[config.mk]
export PLATFORM = sky130hd
export DESIGN_NAME = irrigacao_multizona
export DESIGN_NICKNAME = d
export VERILOG_FILES = /design/src/rtl/irrigacao_multizona.sv
export SDC_FILE = /design/constraint.sdc
export NUM_CORES = 1
export LEC_CHECK = 0
export BUFFER_PORTS_ARGS = -buffer_cell sky130_fd_sc_hd__buf_2
export CORE_MARGIN = 4
export CORE_UTILIZATION = 30
export DETAILED_ROUTE_END_ITERATION = 10
export REMOVE_ABC_BUFFERS = 1
export SYNTH_ARGS = -nofsm -noshare
export SYNTH_HDL_FRONTEND = slang
export SYNTH_SLANG_ARGS = --single-unit
[constraint.sdc]
create_clock -name clk -period 6.29 [get_ports clk]
set_input_delay 0.3145 -clock clk [delete_from_list [all_inputs] [get_ports clk]]
set_output_delay 0.3145 -clock clk [all_outputs]
set_load 0.02 [all_outputs]
[src/rtl/irrigacao_multizona.sv]
// Multi-zone irrigation sequencer: serves one dry zone at a time (round-robin), timed run,
// rest interval and sticky fault. Per-zone choice between sprinkler pump (Bs) and drip valve (Vs).
module irrigacao_multizona #(
  parameter int N_ZONES     = 4,
  parameter int RUN_CYCLES  = 1000,
  parameter int REST_CYCLES = 100,
  parameter int CNT_W       = 16,
  parameter int ZW          = (N_ZONES > 1) ? $clog2(N_ZONES) : 1
) (
  input  logic               clk,
  input  logic               rst,
  input  logic               L,
  input  logic [N_ZONES-1:0] Us,
  input  logic               Ua,
  input  logic               T,
  input  logic               M,
  input  logic               ERRO,
  input  logic               err_clr,
  output logic [N_ZONES-1:0] Bs,
  output logic [N_ZONES-1:0] Vs,
  output logic [ZW-1:0]      zona,
  output logic               ativo,
  output logic               falha
);

  typedef enum logic [1:0] {IDLE, RUN, REST, FAULT} state_t;

  state_t             state_reg, state_next;
  logic [ZW-1:0]      zona_reg, zona_next;
  logic [ZW-1:0]      rr_reg, rr_next;
  logic               mode_reg, mode_next;   // 1 = sprinkler, 0 = drip
  logic [CNT_W-1:0]   timer_reg, timer_next;
  logic               wet_reg, wet_next;     // served zone read wet on the previous RUN cycle
  logic [N_ZONES-1:0] bs_reg, bs_next;
  logic [N_ZONES-1:0] vs_reg, vs_next;
  logic               ativo_reg, falha_reg;

  // Round-robin search: rotate the dry mask so the rr pointer lands on bit 0,
  // take the lowest set bit, then rotate the offset back into a zone index.
  logic [2*N_ZONES-1:0] dry2;
  logic [N_ZONES-1:0]   dry_rot;
  logic [ZW-1:0]        pick_off;
  logic [ZW:0]          pick_sum;
  logic [ZW-1:0]        pick_zone;
  logic                 any_dry;
  logic [ZW-1:0]        zona_inc;
  logic [N_ZONES-1:0]   onehot_next;

  assign dry2    = {~Us, ~Us} >> rr_reg;
  assign dry_rot = dry2[N_ZONES-1:0];
  assign any_dry = |dry_rot;

  always_comb begin
    pick_off = '0;
    for (int k = N_ZONES - 1; k >= 0; k--) begin
      if (dry_rot[k]) pick_off = ZW'(k);
    end
  end

  assign pick_sum  = {1'b0, rr_reg} + {1'b0, pick_off};
  assign pick_zone = (pick_sum >= (ZW+1)'(N_ZONES)) ? ZW'(pick_sum - (ZW+1)'(N_ZONES))
                                                     : ZW'(pick_sum);
  assign zona_inc  = (zona_reg == ZW'(N_ZONES - 1)) ? '0 : zona_reg + ZW'(1);

  always_comb begin
    state_next = state_reg;
    zona_next  = zona_reg;
    rr_next    = rr_reg;
    mode_next  = mode_reg;
    timer_next = timer_reg;
    wet_next   = wet_reg;
    if (ERRO) begin
      state_next = FAULT;
    end else begin
      case (state_reg)
        IDLE: begin
          if (L && any_dry) begin
            state_next = RUN;
            zona_next  = pick_zone;
            mode_next  = !Ua || (!T && M);
            timer_next = CNT_W'(RUN_CYCLES - 1);
            wet_next   = 1'b0;
          end
        end
        RUN: begin
          wet_next = Us[zona_reg];
          if (timer_reg == '0 || !L || (Us[zona_reg] && wet_reg)) begin
            state_next = REST;
            rr_next    = zona_inc;
            timer_next = CNT_W'(REST_CYCLES - 1);
          end else begin
            timer_next = timer_reg - CNT_W'(1);
          end
        end
        REST: begin
          if (timer_reg == '0) state_next = IDLE;
          else                 timer_next = timer_reg - CNT_W'(1);
        end
        FAULT: begin
          if (err_clr) state_next = IDLE;
        end
        default: state_next = IDLE;
      endcase
    end
  end

  // Outputs are computed from the next state so they leave the flops directly.
  always_comb begin
    onehot_next = N_ZONES'(1) << zona_next;
    bs_next     = (state_next == RUN &&  mode_next) ? onehot_next : '0;
    vs_next     = (state_next == RUN && !mode_next) ? onehot_next : '0;
  end

  always_ff @(posedge clk) begin
    if (rst) begin
      state_reg <= IDLE;
      zona_reg  <= '0;
      rr_reg    <= '0;
      mode_reg  <= 1'b0;
      timer_reg <= '0;
      wet_reg   <= 1'b0;
      bs_reg    <= '0;
      vs_reg    <= '0;
      ativo_reg <= 1'b0;
      falha_reg <= 1'b0;
    end else begin
      state_reg <= state_next;
      zona_reg  <= zona_next;
      rr_reg    <= rr_next;
      mode_reg  <= mode_next;
      timer_reg <= timer_next;
      wet_reg   <= wet_next;
      bs_reg    <= bs_next;
      vs_reg    <= vs_next;
      ativo_reg <= (state_next == RUN);
      falha_reg <= (state_next == FAULT);
    end
  end

  assign Bs    = bs_reg;
  assign Vs    = vs_reg;
  assign zona  = zona_reg;
  assign ativo = ativo_reg;
  assign falha = falha_reg;

endmodule
# After elaboration in Yosys (flattened, before gate mapping)
# Cells that the tools add are included.
[totals] regBits=34 in_bits=12 out_inout_bits=12 wordCells=78
[op_classes] n_addsub=4 n_lt_le_gt_ge=2 n_eq_ne=8 shift=2 mux=26 bitwise=4 reduce_logical=22
[ops] cell="16-bit two-way mux" count=3
[ops] cell="16-bit case mux with 3 select lines" count=1
[ops] cell="2-bit two-way mux" count=14
[ops] cell="16-bit logical NOT" count=1
[ops] cell="16-bit by 1-bit subtractor with 16-bit output (second input constant)" count=1
[ops] cell="2-bit == test (second input constant)" count=4
[ops] cell="2-bit case mux with 4 select lines" count=1
[ops] cell="8-bit by 2-bit >> shifter with 4-bit output" count=1
[ops] cell="3-bit AND reduction" count=2
[ops] cell="1-bit logical AND" count=5
[ops] cell="1-bit two-way mux" count=5
[ops] cell="2-bit by 1-bit == test with 1-bit output (second input constant)" count=2
[ops] cell="1-bit logical NOT" count=4
[ops] cell="2-bit inequality test (second input constant)" count=2
[ops] cell="4-bit NOT" count=1
[ops] cell="4-bit AND reduction" count=1
[ops] cell="2-bit OR reduction" count=2
[ops] cell="4-bit OR reduction" count=1
[ops] cell="1-bit by 2-bit left shift with 4-bit output (first input constant)" count=1
[ops] cell="2-bit by 2-bit adder with 3-bit output" count=1
[ops] cell="3-bit greater-or-equal comparator (second input constant)" count=1
[ops] cell="1-bit logical OR" count=3
[ops] cell="2-bit by 3-bit less-than comparator with 1-bit output (second input constant)" count=1
[ops] cell="1-bit NOT" count=3
[ops] cell="other kinds (7)" count=7

# Longest topological paths before layout
[logic_depth] depth_word=13 ltp_mapped=12

# Least setup slack after synthesis
# OpenSTA, ideal clock, no wires.
[synth_path] path_kind="flip-flop to flip-flop" startpoint="register timer_reg[0]" endpoint="register timer_reg[4]" arrival_ns=2.195 setup_slack_ns=4.026 stages_incl_launch_ff=11 period_less_slack_ns=2.264 path_cell_list="dfxtp_1 > inv_1 > ha_1 > nor4b_2 > and4_1 > buf_4 > a21o_1 > or3_1 > clkbuf_1 > or3_1 > o21ai_1"
[synth_via] elab_chain_cells=5 word_cells_on_any_way=9 cone_classes="1 x add/sub; 1 x eq/ne; 3 x mux; 4 x reduce/logical"
[synth_lines] item="start, declared" line="32" rtl="logic [CNT_W-1:0] timer_reg, timer_next;"
[synth_lines] item="start signal, assigned" line="131" rtl="timer_reg <= timer_next;"
[synth_lines] item="branches (longest 5 deep; another with 16-bit by 1-bit subtractor with 16-bit output)"
# Parallel ways; which one is timed is not known. The select of a mux whose other input is x is not followed.
# A chain may end at the register's enable or synchronous reset.

# Worst setup path in the final report
[layout_path] startpoint="register timer_reg[2]" endpoint="register timer_reg[15]"
# Same word-level chain as after synthesis.

==> run_summary.xml <==
<?xml version="1.0" encoding="UTF-8"?>
<metrics>
  <group name="cells_and_area">
    <metric name="largest_register_ff_count" unit="">16</metric>
    <metric name="stdcell_count" unit="">395</metric>
    <metric name="num-nets-final" unit="">316</metric>
    <metric name="diodes" unit="">0</metric>
    <metric name="fin_area" unit="um^2">2460</metric>
    <metric name="mostFrequentLayoutCells" unit="">sky130_fd_sc_hd__dfxtp_1 (34), sky130_fd_sc_hd__nor3_1 (30), sky130_fd_sc_hd__nor2_1 (28)</metric>
    <metric name="areaGrowthSynthToFinish" unit="%">10.7</metric>
    <metric name="layout-drive-gt1-share" unit="%">13.9</metric>
    <metric name="final_common_cell" unit="">sky130_fd_sc_hd__dfxtp_1</metric>
  </group>
  <group name="worst_setup_path">
    <metric name="sort_of_element_at_the_end_of_the_critical_path" unit="">register</metric>
    <metric name="r2r_end" unit="">timer_reg[15]</metric>
    <metric name="critical_path.top_delay_family" unit="">simple AND/OR/NAND/NOR gates</metric>
    <metric name="path_class" unit="">reg2reg</metric>
    <metric name="crit_arrival" unit="ns">2.88</metric>
    <metric name="cp_num_buf_inv" unit="">0</metric>
    <metric name="path_cells" unit="">nor4_4 -&gt; nand4_4 -&gt; a31oi_1 -&gt; or3_1 -&gt; nor3_1 -&gt; a211o_1</metric>
    <metric name="critPathMaxFanout" unit="">11</metric>
    <metric name="worst_reg_to_reg_setup_slack" unit="ns">3.59</metric>
    <metric name="startpoint_type_of_the_worst_setup_path" unit="">register</metric>
    <metric name="critical_path.slowest_cell" unit="">sky130_fd_sc_hd__a31oi_1</metric>
    <metric name="critPathMaxStageDelay" unit="ns">0.81</metric>
    <metric name="regToRegStartpoint" unit="">timer_reg[2]</metric>
    <metric name="worst-endpoint-required" unit="ns">6.47</metric>
    <metric name="r2r.worst_path.cells" unit="">6</metric>
  </group>
  <group name="sta">
    <metric name="rsz_0062_raised_after_global_routing" unit="">no</metric>
    <metric name="slew_headroom" unit="%">37.4</metric>
    <metric name="fin_hold_ws" unit="ns">0.410</metric>
    <metric name="period_share" unit="%">42.9</metric>
    <metric name="setup_total_negative_slack" unit="ns">0</metric>
    <metric name="final_critical_path_setup_slack" unit="ns">3.59</metric>
    <metric name="clock-skew-final" unit="ns">0.00821</metric>
    <metric name="worst_pin_slew" unit="ns">0.935</metric>
    <metric name="report.final.hold_viol_count" unit="">0</metric>
    <metric name="maxSlewViolCount" unit="">0</metric>
    <metric name="fmax" unit="MHz">371</metric>
    <metric name="layout_min_cycle_time" unit="ns">2.70</metric>
    <metric name="final-setup-viol-count" unit="">0</metric>
  </group>
  <group name="detailed_routing">
    <metric name="detail_routed_via_count_per_cell" unit="">5.41</metric>
    <metric name="dr.max_layer_used" unit="">met4</metric>
    <metric name="route.layer.met1.wl" unit="um">2490</metric>
    <metric name="count_of_vias_placed_by_the_detailed_router" unit="">2138</metric>
    <metric name="ant_nets" unit="">0</metric>
    <metric name="routed-wl-met3" unit="um">278</metric>
    <metric name="firstDrtPassIters" unit="">5</metric>
    <metric name="drc" unit="">0</metric>
    <metric name="wire_length_reported_by_the_detailed_router" unit="um">5160</metric>
    <metric name="met2_length" unit="um">2270</metric>
    <metric name="initialDrtViolationCount" unit="">174</metric>
    <metric name="routedWlPerCell" unit="um">13.1</metric>
  </group>
  <group name="placed_design">
    <metric name="placed_cells_incl_taps" unit="">387</metric>
    <metric name="gp_congestion" unit="">0.854</metric>
    <metric name="setup_slack_at_placement" unit="ns">3.63</metric>
    <metric name="dpl_cell_area" unit="um^2">2370</metric>
    <metric name="numPortBuffers" unit="">23</metric>
    <metric name="place_hpwl" unit="um">3780</metric>
  </group>
  <group name="floorplanning">
    <metric name="design.die.area" unit="um^2">8850</metric>
    <metric name="io_pins" unit="">24</metric>
    <metric name="placement_rows" unit="">31</metric>
    <metric name="starting_density_of_the_core" unit="%">30.8</metric>
    <metric name="floorplan.die.height" unit="um">94.1</metric>
    <metric name="core" unit="um^2">7210</metric>
    <metric name="die_w" unit="um">94.1</metric>
  </group>
  <group name="power">
    <metric name="leakagePower" unit="uW">0.000951</metric>
    <metric name="ir_worst_vdd" unit="uV">101</metric>
    <metric name="powerDensity" unit="nW/um^2">264</metric>
  </group>
  <group name="global_route">
    <metric name="grt_overflow" unit="">0</metric>
    <metric name="initial_antenna_violation_count" unit="">0</metric>
    <metric name="largest_net_degree_at_the_start_of_global_routing" unit="">18</metric>
    <metric name="grtUsageTotal" unit="%">12.0</metric>
    <metric name="grt_pass1_vias" unit="">1917</metric>
    <metric name="wire_length_of_the_first_global_routing_pass" unit="um">8740</metric>
  </group>
  <group name="yosys">
    <metric name="synth_edf_count" unit="">0</metric>
    <metric name="mean_area_per_synthesized_cell" unit="um^2">7.82</metric>
    <metric name="post_synth_num_cell_types" unit="">59</metric>
    <metric name="synthArstFlopShare" unit="%">0</metric>
    <metric name="main_synth_ff_type" unit="">sky130_fd_sc_hd__dfxtp_1</metric>
    <metric name="synth_cells" unit="">284</metric>
    <metric name="yosysWarningCount" unit="">0</metric>
    <metric name="synth.cell_area" unit="um^2">2220</metric>
    <metric name="flops_latches_synth" unit="">34</metric>
    <metric name="yosysSeqAreaShare" unit="%">30.6</metric>
  </group>
  <group name="hold_path">
    <metric name="worstHoldEndpoint" unit="">timer_reg[8]</metric>
    <metric name="hold_class" unit="">in2reg</metric>
    <metric name="worstHoldPathCells" unit="">2</metric>
    <metric name="worst_hold_startpoint" unit="">rst</metric>
  </group>
  <group name="clock_tree">
    <metric name="cts.htree.levels" unit="">2</metric>
    <metric name="tritoncts" unit="">built</metric>
    <metric name="cts_made_buffers" unit="">5</metric>
    <metric name="later_pin_clock_latency_in_the_skew_report" unit="ns">0.29</metric>
    <metric name="postCtsHoldBufs" unit="">0</metric>
    <metric name="cts_num_sinks" unit="">34</metric>
    <metric name="cts.clk_slew.worst_paths" unit="ns">0.07</metric>
    <metric name="cts_root_buffer" unit="">sky130_fd_sc_hd__clkbuf_8</metric>
    <metric name="cts_setup_buffers" unit="">0</metric>
    <metric name="ctsResizeCount" unit="">0</metric>
    <metric name="clock_path_buffers" unit="">2</metric>
  </group>
  <group name="status">
    <metric name="status" unit="">completed</metric>
  </group>
  <group name="flow_run">
    <metric name="max-cap-violations" unit="">0</metric>
  </group>
</metrics>
==> metrics by stage <==
stage | utilization [%] | power (uW)
after CTS | 34.1 | 652
after floorplan | - | 428
after global placement | 32.8 | 482
after global routing | 34.1 | 693
after detailed placement | 32.8 | 483
final | 34.1 | 649
==> cells by family (layout without fill, tap and decap cells) <==
group           count (synthesis)  in the layout  synth area share [%]
xor+xnor                        2              2                 0.788
flops                          34             34                  30.6
simple gates                  129            129                  32.8
mux                             7              7                  3.21
buf+inv                        29             41                  5.86
fa+ha+maj                       9              9                  5.07
compound gates                 74             74                  21.6
==> synthesized netlist by cell type, drive strengths merged, types with 2 or more instances <==
master	instances	area share (%)
o41ai	4	1.6
a211oi	3	1.0
ha	9	5.1
nor4	4	2.5
o21ai	21	4.9
o22ai	4	1.1
nand3b	3	1.6
mux2i	6	2.7
buf	5	1.7
and2	2	0.56
o2bb2ai	2	0.79
nor3	30	6.8
nand3	6	1.4
o211ai	2	0.68
o32ai	2	0.79
a21o	2	0.68
clkbuf	14	2.4
nor3b	5	1.7
nor4b	2	1.1
nor2b	2	0.56
inv	10	1.7
and3	3	0.84
or4	4	1.4
nor2	28	4.7
nand2	23	3.9
or3	4	1.2
and4b	2	0.90
nand4	5	2.1
o31ai	4	1.4
nand2b	5	1.4
a21oi	19	4.3
dfxtp	34	31
==> metal layers <==
| metal | vias to the layer above | GRT usage, % |
|---|---|---|
| li1 | 1077 | - |
| met1 | 977 | 16.1 |
| met2 | 71 | 18.6 |
| met3 | 13 | 2.56 |
| met4 | 0 | 5.05 |
| met5 | - | 0 |
==> final cells by class <==
class                           count  area [um^2]
Timing Repair Buffer               23          115
Sequential cell                    34          681
Tap cell                           99          124
Inverter                           10         37.5
Fill cell                         780         4750
Clock buffer                        7         86.3
Clock inverter                      1         5.00
Multi-Input combinational cell    221         1410
==> worst max path at each step <==
stage | start | to | slack (ns) | cells past startpoint
finish | timer_reg[2] | timer_reg[15] | 3.59 | 6
global route | timer_reg[2] | timer_reg[15] | 3.38 | 6
CTS | timer_reg[2] | timer_reg[15] | 3.58 | 6
detailed placement | timer_reg[2] | timer_reg[15] | 3.63 | 6
global placement | timer_reg[0] | timer_reg[15] | 3.78 | 8
floorplan | zona[0] | timer_reg[4] | 4.05 | 6
==> report_power, final <==
| group | internal (uW) | switching, uW | leakage, uW |
|---|---|---|---|
| clock network | 88.3 | 78.0 | 0.0000482 |
| registers | 233 | 24.0 | 0.000277 |
| logic | 84.4 | 142 | 0.000626 |
| total | 406 | 244 | 0.000951 |
Note: power is estimated with default switching activity, not from simulation.
